==> src/rtl/gpio_arbiter.sv <==
// Round-robin arbiter sharing one GPIO register-bus slave between two requesters.
// Supports plain read/write and atomic read-modify-write set-bits / clear-bits.
module gpio_arbiter #(
  parameter int DW = 32,
  parameter int AW = 4
) (
  input  logic            clk,
  input  logic            rst_n,
  input  logic [1:0]      req,
  input  logic [3:0]      op,
  input  logic [2*AW-1:0] addr,
  input  logic [2*DW-1:0] wdata,
  output logic [1:0]      gnt,
  output logic [1:0]      done,
  output logic [DW-1:0]   rdata,
  output logic            m_wr_en,
  output logic            m_rd_en,
  output logic [AW-1:0]   m_addr,
  output logic [DW-1:0]   m_wr_data,
  input  logic [DW-1:0]   m_rd_data
);

  localparam logic [1:0] OP_READ  = 2'b00;
  localparam logic [1:0] OP_WRITE = 2'b01;
  localparam logic [1:0] OP_SET   = 2'b10;

  typedef enum logic [1:0] {IDLE, EXEC, WB} state_t;

  state_t          state, state_next;
  logic            owner;
  logic [1:0]      op_q;
  logic [AW-1:0]   addr_q;
  logic [DW-1:0]   mask_q;
  logic [DW-1:0]   old_q;
  logic            rr_last;
  logic            accept;
  logic            winner;

  // On a tie the requester that did not win last time gets the slot.
  always_comb begin
    accept = |req;
    if (req == 2'b11) winner = ~rr_last;
    else              winner = req[1];
  end

  always_ff @(posedge clk) begin
    if (!rst_n) state <= IDLE;
    else        state <= state_next;
  end

  always_comb begin
    state_next = state;
    m_wr_en    = 1'b0;
    m_rd_en    = 1'b0;
    m_addr     = '0;
    m_wr_data  = '0;
    unique case (state)
      IDLE: begin
        if (accept) state_next = EXEC;
      end
      EXEC: begin
        m_addr = addr_q;
        if (op_q == OP_WRITE) begin
          m_wr_en    = 1'b1;
          m_wr_data  = mask_q;
          state_next = IDLE;
        end else begin
          m_rd_en    = 1'b1;
          state_next = (op_q == OP_READ) ? IDLE : WB;
        end
      end
      WB: begin
        m_wr_en    = 1'b1;
        m_addr     = addr_q;
        m_wr_data  = (op_q == OP_SET) ? (old_q | mask_q) : (old_q & ~mask_q);
        state_next = IDLE;
      end
      default: state_next = IDLE;
    endcase
  end

  always_ff @(posedge clk) begin
    if (!rst_n) begin
      gnt     <= 2'b00;
      done    <= 2'b00;
      rdata   <= '0;
      rr_last <= 1'b1;
      owner   <= 1'b0;
      op_q    <= OP_READ;
      addr_q  <= '0;
      mask_q  <= '0;
      old_q   <= '0;
    end else begin
      gnt  <= 2'b00;
      done <= 2'b00;
      unique case (state)
        IDLE: begin
          if (accept) begin
            owner   <= winner;
            rr_last <= winner;
            op_q    <= winner ? op[3:2] : op[1:0];
            addr_q  <= winner ? addr[2*AW-1:AW] : addr[AW-1:0];
            mask_q  <= winner ? wdata[2*DW-1:DW] : wdata[DW-1:0];
            gnt     <= winner ? 2'b10 : 2'b01;
          end
        end
        EXEC: begin
          if (op_q == OP_WRITE) begin
            rdata <= '0;
            done  <= owner ? 2'b10 : 2'b01;
          end else if (op_q == OP_READ) begin
            rdata <= m_rd_data;
            done  <= owner ? 2'b10 : 2'b01;
          end else begin
            // RMW reports the pre-modify value.
            rdata <= m_rd_data;
            old_q <= m_rd_data;
          end
        end
        WB: begin
          done <= owner ? 2'b10 : 2'b01;
        end
        default: ;
      endcase
    end
  end

endmodule

==> config.mk <==
export PLATFORM = sky130hd
export DESIGN_NAME = gpio_arbiter
export DESIGN_NICKNAME = d
export VERILOG_FILES = /design/src/rtl/gpio_arbiter.sv
export SDC_FILE = /design/constraint.sdc
export NUM_CORES = 1
export LEC_CHECK = 0
export ABC_CLOCK_PERIOD_IN_PS = 2100
export BUFFER_PORTS_ARGS = -buffer_cell sky130_fd_sc_hd__buf_2
export CORE_ASPECT_RATIO = 0.5
export CORE_UTILIZATION = 40
export DETAILED_ROUTE_END_ITERATION = 6
export PLACE_DENSITY = 0.64
export SETUP_SLACK_MARGIN = 0.3
export SLEW_MARGIN = 20
export SYNTH_ARGS = -nofsm -noshare
export SYNTH_HDL_FRONTEND = slang
export SYNTH_SLANG_ARGS = --single-unit
==> constraint.sdc <==
create_clock -name clk -period 2.1 [get_ports clk]
set_clock_uncertainty 0.15 [all_clocks]
set_input_delay 0.105 -clock clk [delete_from_list [all_inputs] [get_ports clk]]
set_output_delay 0.105 -clock clk [all_outputs]
set_load 0.005 [all_outputs]
==> impl_results.md, run 1 <==
- Max clock buf depth: 2
- Minimum clock period: 2050 ps
- Grt total ovfl: 0
- CP Launch Type: register
- Worst hold path startpoint: req[0]
- Placed Cells: roughly 960
- Share of power burned in registers: 45.6%
- GR Layer Usage met3: 5.89%
- Avg Cell Area, Syn: 7.94 um2
- Post-synth cell types: 25
- Clk pwr share: between 30% and 40%
- First-pass DRT Iterations: 5
- Finished Cell Area: a little over 8000 um2
- Worst reg2reg path startpoint: state[1]$_SDFFE_PN0P_
- Cell chain of the critical path: inv_2 -> ha_4 -> and3b_2 -> buf_6 -> buf_16 -> o21ai_1 -> a21boi_1 -> buf_2
- Multi-input logic area: approximately 2900 um2
- Yosys warns: 0
- CTS Sinks: 110
- Biggest area consumer among synthesized cells: dfxtp_1
- Pint: ~3.8 mW
- Setup ws final: between 40 and 50 ps
- Initial antenna violation count: 0
- TritonCTS clock tree: yes
- Worst hold path type: input pin to register
- Synthesis-stage register bit count: 110
- NetSw: between 1 and 1.5 mW
- Global-route wire length before repair: ~27 mm
- H-tree depth: 3
- Die width: 163 um
- Core Region: 12200 um2
- Vias in the first global route: 5273
- WS Path Type: register to output pin
- Switch share: roughly 28%
- # fillers: between 1000 and 1500
- Fin Setup TNS: 0 ps
- Layout cell share with drive strength beyond 1: between 20% and 30%
- Worst path max stage delay: 340 ps
- Root Driver: clkbuf_16
- Synth top area cells: dfxtp_1, a21boi_1, a21oi_1
- Total Power: approximately 5.2 mW
- FP Rows: 28
- Via count: about 5800
- DRC viols: 0
- CP endpoint kind: output pin
- Die H: 82.4 um
- Final Hold Fails: 0
- Slew headroom: a little over half
- Ant. Diodes: 0
- Largest net degree at the start of global routing: around 110
- Final Cycle Share: ~98%
- Max cap viols: 0
- GP Congestion: between 0.8 and 0.9
- Sequential share of the synthesized area: a little over two fifths
- Synth top area share: between 40% and 50%
- Status: completed
- Pins Over Slew Limit: 0
- Crit path arrival time: 1800 ps
- Syn nets: 766
- Initial Utilization: 42.4%
- Clk pin slew, worst setup/hold paths: ~70 ps
- Drt first-iter violations: 577
- CP startpoint: state[0]$_SDFFE_PN0P_
- Max VDD drop: around 390 uV
- TritonCTS buffer count: 9
- Die area: 13400 um2
- Top Ports: 186
- I/O Buffers: between 150 and 200
- Pwr Density: between 600 and 700 nW/um2
- Final setup vio count: 0
- Setup WS pre-CTS: 345 ps
- Area growth, synth to finish: 55.8%
- Vias/cell: between 5 and 6
- CP max-delay cell: dfxtp_2
- Met2 Resource Use GR: 42.2%
- Hold Slack: approximately 120 ps
- Routed WL: between 15 and 20 mm
- Gr busiest metal: met2
- Peak fanout along the critical path: 8
- Met1 usage: between 30% and 40%
- Cells after Synth: ~650
- Final Core Density: about 66%
- Max frequency: ~500 MHz
- Leakage: approximately 3.4 nW
- Nets: between 1000 and 1500
- Critical Path RT: approximately 1900 ps
- Comb power frac: 21.4%
- DP Area: around 6200 um2
- Non-filler instance count after layout: 1099
- Global Route Usage Sum: 26.7%
- Register area: roughly 2200 um2
- WL per Instance: between 15 and 20 um
- Hpwl dp: roughly 11 mm
- Worst-skew pair later-pin latency: between 300 and 400 ps
- RSZ-0062 raised after global routing: true
- Mapped cell area: approximately 5200 um2
- Routed Antenna Nets: 0
- Slew @ Worst Pin: between 600 and 700 ps
-- kinds of logic (layout without fill, tap and decap cells) --
family	after synthesis	count (layout)	synth area share [%]
simple gates	218	218	21.2
buf+inv	65	347	5.62
fa+ha+maj	3	3	0.726
compound gates	255	256	29.8
flops	110	110	42.6
-- cell usage in the layout, fill, tap and decap left out, types with 2 or more instances in the layout --
cell type	n
a21boi_1	91
a21boi_2	5
a21oi_1	80
and2_1	3
and2_4	3
and3_1	2
and3b_2	2
buf_12	5
buf_16	3
buf_2	182
buf_4	15
buf_6	9
clkbuf_16	11
clkinv_2	2
dfxtp_1	107
dfxtp_2	2
dlygate4sd3_1	110
ha_4	3
inv_1	2
inv_6	3
nand2_1	104
nand2b_1	33
nand3_1	33
nand3b_1	32
nor2_1	4
nor2b_1	2
o21a_1	3
o21ai_0	38
o21ai_1	15
o21ai_2	17
o21ai_4	3
-- metal layers --
layer  vias up  routed length, um  part of all wire (%)
li1       2801                  -                     -
met2       273               8350                    44
met4         0                350                   1.8
met1      2711               8950                    47
met5         -                  0                     0
met3        38               1410                   7.4
-- cell usage after synthesis --
| library cell | number |
|---|---|
| and3b_1 | 2 |
| nand2b_1 | 33 |
| nor2b_1 | 2 |
| and2_1 | 6 |
| and3_1 | 2 |
| o211ai_1 | 1 |
| buf_2 | 28 |
| a21oi_1 | 80 |
| clkbuf_1 | 27 |
| ha_1 | 3 |
| buf_4 | 3 |
| o21ai_0 | 38 |
| a22oi_1 | 1 |
| a21bo_2 | 1 |
| a21boi_1 | 96 |
| dfxtp_1 | 110 |
| o21ai_1 | 34 |
| o21a_1 | 3 |
| buf_1 | 3 |
| nor2_1 | 4 |
| nand3b_1 | 32 |
| a21boi_2 | 1 |
| nand2_1 | 104 |
| inv_1 | 4 |
| nand3_1 | 33 |
-- power by group through the flow --
stage / clock (mW) / sequential, mW / combinational (mW)
floorplan: 0 / 2.36 / 0.523
global placement: 0 / 2.41 / 0.832
detailed placement: 0 / 2.41 / 0.837
CTS: 1.76 / 2.37 / 1.05
global route: 1.86 / 2.40 / 1.21
finish: 1.73 / 2.39 / 1.12
-- sequential cells by signal, summed over array words and instances (netlist names) --
| register | cells |
|---|---|
| state | 2 |
| rr_last | 1 |
| owner | 1 |
| rdata | 32 |
| op_q | 2 |
| done | 2 |
| mask_q | 32 |
| gnt | 2 |
| addr_q | 4 |
| old_q | 32 |
-- final timing paths --
kind / end / slack [ps] / depth (start not counted)
max: m_wr_data[16] / 50 / 8
min reg2reg: old_q[25]$_SDFFE_PN0P_ / 310 / 2
min: state[0]$_SDFFE_PN0P_ / 120 / 3
max reg2reg: mask_q[7]$_SDFFE_PN0P_ / 390 / 7
-- final cells by class --
type | instances | area share (%)
clock buffers | 10 | 2.84
clock inverters | 6 | 0.823
inverters | 4 | 0.218
multi-input cells | 477 | 35.4
flip-flops and latches | 110 | 27.4
well taps | 165 | 2.56
repair buffers | 327 | 30.7
-- critical path, delay by kind of cell (launching register included) --
kind,cells,cell delay [ps]
buffers and inverters,4,510
flip-flops,1,340
AND/OR/NAND/NOR,1,270
AO/OA/AOI/OAI,2,210
adder cells (fa/ha/maj),1,130
-- timing repair --
| action | 4_1_cts | 5_1_grt |
|---|---|---|
| gates cloned | 5 | 3 |
| resized for setup | 26 | 36 |
| hold buffers | 110 | 0 |
| setup endpoints to repair | 34 | 77 |
| endpoints found under the hold margin | 103 | 0 |
| buffers inserted | 6 | 4 |
| pin swaps | 11 | 28 |
Power figures use the tool's default switching activity.
==> inputs of run 2 (changes only) <==
CORE_UTILIZATION = 50   (was 40)
PLACE_DENSITY = 0.77   (was 0.64)
==> impl_results.md, run 2 (synthesis gave the netlist of run 1 again) <==
- CP Launch Type: register
- Clk pin slew, worst setup/hold paths: 70 ps (about the same)
- Failing checks: setup timing
- Critical Path RT: 1850 ps (about the same)
- TritonCTS buffer count: 9 (unchanged)
- Highest-count cells in the layout ignoring fill and taps: buf_2, dlygate4sd3_1, dfxtp_1, nand2_1, a21boi_1
- # fillers: 586 (-43%)
- Worst hold path type: input pin to register
- Initial Utilization: 53.1% (+11 points)
- Max VDD drop: 456 uV (+18%)
- First-pass DRT Iterations: 6 (+1)
- Hold Slack: 69.0 ps (-48.5 ps)
- FP Rows: 25 (-11%)
- Hpwl dp: 10.5 mm (-3.4%)
- Final Hold Fails: 0 (unchanged)
- Final setup vio count: 1 (+1)
- Drt first-iter violations: 849 (+47%)
- Routed WL: 19.4 mm (+1.5%)
- Placed Cells: 931 (-2.5%)
- Non-filler instance count after layout: 1066 (-3.0%)
- Die H: 73.9 um (-10%)
- CP endpoint kind: output pin
- Initial antenna violation count: 0 (unchanged)
- Slew @ Worst Pin: 532 ps (-156 ps)
- Minimum clock period: 2100 ps (+52.7 ps)
- Grt total ovfl: 0 (unchanged)
- Global-route wire length before repair: 28.3 mm (+3.3%)
- Setup ws final: -3.32 ps (-52.7 ps)
- Worst reg2reg path startpoint: state[0]$_SDFFE_PN0P_
- Root Driver: clkbuf_16
- Status: finished, violations left
- Vias in the first global route: 5537 (+5.0%)
- TritonCTS clock tree: yes
- WS Path Type: register to output pin
- Peak fanout along the critical path: 8 (unchanged)
- Commonest non-fill, non-tap cell in the layout: buf_2
- DRC viols: 0 (unchanged)
- Worst Hold Depth: 3 (unchanged)
- WL per Instance: 18.2 um (+4.7%)
- Die width: 146 um (-10%)
- H-tree depth: 3 (unchanged)
- Slew headroom: 64.6% (+11 points)
- Final Cycle Share: 100% (+2.5 points)
- Max cap viols: 0 (unchanged)
- Reg-to-reg endpoint: mask_q[15]$_SDFFE_PN0P_
- I/O Buffers: 185 (unchanged)
- Worst-skew pair later-pin latency: 350 ps (about the same)
- R2R Setup Slk: 310 ps (-80 ps)
- RSZ-0062 raised after global routing: true
- Pwr Density: 678 nW/um2 (+4.1%)
- Global Route Usage Sum: 33.9% (+7.2 points)
- Top Ports: 186 (unchanged)
- Max clock buf depth: 2 (unchanged)
- Reg2Reg Depth: 7 (unchanged)
- Layout cell share with drive strength beyond 1: 29.1% (about the same)
- Crit path arrival time: 1850 ps (+50 ps)
- Core Region: 9730 um2 (-20%)
- Ant. Diodes: 0 (unchanged)
- Max frequency: 475 MHz (-2.5%)
- CTS Sinks: 110 (unchanged)
- Setup WS pre-CTS: 336 ps (-9.30 ps)
- Leakage: 3.32 nW (-1.1%)
- Via count: 6239 (+7.1%)
- CP startpoint: op_q[1]$_SDFFE_PN0P_
- Vias/cell: 5.85 (+10%)
- Routed Antenna Nets: 0 (unchanged)
- Critical Path Sink: m_wr_data[8]
- Area growth, synth to finish: 53.4%
- Biggest regs: mask_q (32), old_q (32), rdata (32)
- Largest net degree at the start of global routing: 79 (-28%)
- Nets: 1041 (-0.29%)
- GP Congestion: 0.868 (+4.9%)
- Pins Over Slew Limit: 0 (unchanged)
- Die area: 10800 um2 (-20%)
-- run 2: repair_timing --
action	CTS	global route
pin swaps	4	51
setup endpoints to repair	34	59
hold buffers	110	0
cloned	4	1
gates resized for setup	25	35
hold endpoints to repair	103	0
setup buffers	3	1
-- run 2: final cells by class --
type                       count  area, um2  area share, %
clock buffer                   9        225           2.84
clock inverter                 7        105           1.33
inverter                       4       20.0          0.253
multi-input combinational    476       2840           35.8
sequential                   110       2210           27.8
tap                          135        169           2.13
timing repair buffer         325       2360           29.8
-- run 2: where the power goes --
part	switching, mW	internal (mW)
Sequential	0.163	2.25
Combinational	0.535	0.555
Clock	0.810	1.07
-- run 2: worst min-delay path by stage --
stage                     startpoint                      to  slack, ps
after floorplan               req[1]       gnt[0]$_SDFF_PN0_         50
after global placement      wdata[2]  mask_q[2]$_SDFFE_PN0P_        200
after detailed placement    wdata[7]  mask_q[7]$_SDFFE_PN0P_        200
after CTS                     req[0]   state[0]$_SDFFE_PN0P_         40
after global routing          req[0]    rr_last$_SDFFE_PN1P_         90
final                         req[0]    rr_last$_SDFFE_PN1P_         70
-- run 2: metrics by stage --
step	TNS, ps	area [um2]	total power [mW]	utilization (%)
2_1_floorplan	0	5170	2.89	-
3_3_place_gp	0	6180	3.22	63.5
3_5_place_dp	0	6180	3.24	63.5
4_1_cts	0	7760	5.27	79.7
5_1_grt	-130	7930	5.57	81.5
6_report	-3.32	7930	5.38	81.5
-- run 2: routing by layer --
| metal | vias up | routed length (um) | global-route usage [%] |
|---|---|---|---|
| met5 | - | 0 | 0 |
| met4 | 0 | 809 | 13.8 |
| met3 | 104 | 1990 | 8.63 |
| met2 | 438 | 8510 | 54.1 |
| met1 | 2906 | 8050 | 44.4 |
| li1 | 2791 | - | - |
-- run 2: critical path: stages (launching register included) --
cell	delay, ps
dfxtp_1	520
and3b_2	400
buf_8	190
o21ai_2	70
a21boi_1	170
buf_2	150
==> inputs of run 3 (changes only) <==
SETUP_SLACK_MARGIN = 0.15   (was 0.3)
==> impl_results.md, run 3 (synthesis gave the netlist of run 1 again) <==
- Vias in the first global route: 5545 (+0.14%)
- Pins Over Slew Limit: 0 (unchanged)
- Cell chain of the critical path: buf_6 -> ha_4 -> and3b_2 -> buf_8 -> o21ai_2 -> a21boi_1 -> buf_2
- Critical Path RT: 1850 ps (about the same)
- Largest net degree at the start of global routing: 79 (unchanged)
- Clk pin slew, worst setup/hold paths: 70 ps (about the same)
- Switch share: 28.1% (about the same)
- Routed WL: 19.3 mm (about the same)
- Minimum clock period: 2120 ps (+14.0 ps)
- Initial antenna violation count: 0 (unchanged)
- Worst path max stage delay: 370 ps (-150 ps)
- Highest-count cells in the layout ignoring fill and taps: buf_2, dlygate4sd3_1, dfxtp_1, nand2_1, a21boi_1
- Max clock buf depth: 2 (unchanged)
- Reg-to-reg endpoint: mask_q[15]$_SDFFE_PN0P_
- Vias/cell: 5.80 (-0.96%)
- Final Hold Fails: 0 (unchanged)
- CTS Sinks: 110 (unchanged)
- Worst hold path startpoint: req[0]
- Leakage: 3.32 nW (about the same)
- CP max-delay cell: dfxtp_4
- Peak fanout along the critical path: 8 (unchanged)
- Buf/Inv on CP: 3 (+1)
- Worst reg2reg path startpoint: state[0]$_SDFFE_PN0P_
- Setup WS pre-CTS: 336 ps (unchanged)
- Drt first-iter violations: 736 (-13%)
- Clk pwr share: 34.9% (about the same)
- RSZ-0062 raised after global routing: true
- GP Congestion: 0.868 (unchanged)
- Layout cell share with drive strength beyond 1: 29.1% (unchanged)
- Final Cycle Share: 101% (+0.67 points)
- Final setup vio count: 3 (+2)
- Die H: 73.9 um (unchanged)
- Core Region: 9730 um2 (unchanged)
- Worst Hold End: rr_last$_SDFFE_PN1P_
- Worst hold path type: input pin to register
- Pint: 3.87 mW (about the same)
- WL per Instance: 18.1 um (about the same)
- Share of power burned in registers: 44.8% (about the same)
- Fin Setup TNS: -31.4 ps (-28.0 ps)
- Reg2Reg Depth: 7 (unchanged)
- Biggest regs: mask_q (32), old_q (32), rdata (32)
- First-pass DRT Iterations: 5 (-1)
- CP top delay family: buffers and inverters
- Root Driver: clkbuf_16
- Grt total ovfl: 0 (unchanged)
- Commonest non-fill, non-tap cell in the layout: buf_2
- Nets: 1041 (unchanged)
- Global Route Usage Sum: 33.9% (unchanged)
- Slew @ Worst Pin: 649 ps (+117 ps)
- Crit path arrival time: 1860 ps (about the same)
- Ant. Diodes: 0 (unchanged)
- Worst Hold Depth: 3 (unchanged)
- CP endpoint kind: output pin
- TritonCTS buffer count: 9 (unchanged)
- R2R Setup Slk: 190 ps (-120 ps)
- Die area: 10800 um2 (unchanged)
- Die width: 146 um (unchanged)
- Comb power frac: 20.2% (about the same)
- Global-route wire length before repair: 28.3 mm (unchanged)
- Slew headroom: 56.7% (-7.8 points)
- Pwr Density: 679 nW/um2 (about the same)
- Max VDD drop: 457 uV (+0.15%)
- Failing checks: setup timing
- FP Rows: 25 (unchanged)
- Via count: 6179 (-0.96%)
- Max frequency: 472 MHz (-0.66%)
- Status: finished, violations left
- Top Ports: 186 (unchanged)
- Max cap viols: 0 (unchanged)
- Worst-skew pair later-pin latency: 350 ps (about the same)
- CP Launch Type: register
- TritonCTS clock tree: yes
- NetSw: 1.51 mW (about the same)
- Area growth, synth to finish: 53.2% (about the same)
- I/O Buffers: 185 (unchanged)
- Initial Utilization: 53.1% (unchanged)
- WS Path Type: register to output pin
- DRC viols: 0 (unchanged)
- Setup ws final: -17.3 ps (-14.0 ps)
- H-tree depth: 3 (unchanged)
- Hpwl dp: 10.5 mm (unchanged)
- Routed Antenna Nets: 0 (unchanged)
[run 3: area by class of cell]
type / instances / area (um2)
fill: 586 / 1810
timing repair buffer: 325 / 2360
clock inverter: 7 / 105
clock buffer: 9 / 225
sequential: 110 / 2210
tap: 135 / 169
inverter: 4 / 20.0
multi-input combinational: 476 / 2830
[run 3: worst max path at each step]
| stage | start | to | slack [ps] | cells after the start |
|---|---|---|---|---|
| after floorplan | state[0]$_SDFFE_PN0P_ | mask_q[24]$_SDFFE_PN0P_ | 520 | 8 |
| after global placement | state[0]$_SDFFE_PN0P_ | mask_q[29]$_SDFFE_PN0P_ | 420 | 6 |
| after detailed placement | state[0]$_SDFFE_PN0P_ | op_q[1]$_SDFFE_PN0P_ | 340 | 6 |
| after CTS | state[0]$_SDFFE_PN0P_ | m_wr_data[31] | 100 | 7 |
| after global routing | state[0]$_SDFFE_PN0P_ | m_wr_data[7] | -40 | 7 |
| final | state[0]$_SDFFE_PN0P_ | m_wr_data[27] | -20 | 7 |
[run 3: through the flow]
stage          total power, mW  instance area [um2]  util, %  hold slack [ps]  instances
2_1_floorplan             2.89                 5170        -             47.0        651
3_3_place_gp              3.22                 6180     63.5              199        931
3_5_place_dp              3.24                 6180     63.5              201        931
4_1_cts                   5.27                 7760     79.7             40.5       1064
5_1_grt                   5.57                 7920     81.4             75.5       1066
6_report                  5.37                 7920     81.4             48.4       1066
[run 3: what timing repair did]
item                                   CTS  global route
endpoints found under the hold margin  103             0
resized for setup                       25            34
pin swaps                                4            50
cloned                                   4             1
hold buffers                           110             0
setup endpoints to repair               33            34
setup buffers                            3             1
[run 3: worst min-delay path, delay by kind of cell]
family	cells	cell delay [ps]
AND/OR/NAND/NOR	1	160
buffers and inverters	1	160
AO/OA/AOI/OAI	1	60
[run 3: power by group through the flow]
stage / sequential, mW / clock [mW] / combinational, mW
2_1_floorplan: 2.36 / 0 / 0.523
3_3_place_gp: 2.41 / 0 / 0.806
3_5_place_dp: 2.41 / 0 / 0.823
4_1_cts: 2.37 / 1.89 / 1.01
5_1_grt: 2.42 / 1.98 / 1.17
6_report: 2.41 / 1.88 / 1.09
[run 3: metal layers]
layer	vias up	global-route usage, %	routed length, um
met4	0	13.8	802
met3	99	8.63	1970
li1	2786	-	-
met5	-	0	0
met2	442	54.1	8490
met1	2852	44.4	8090
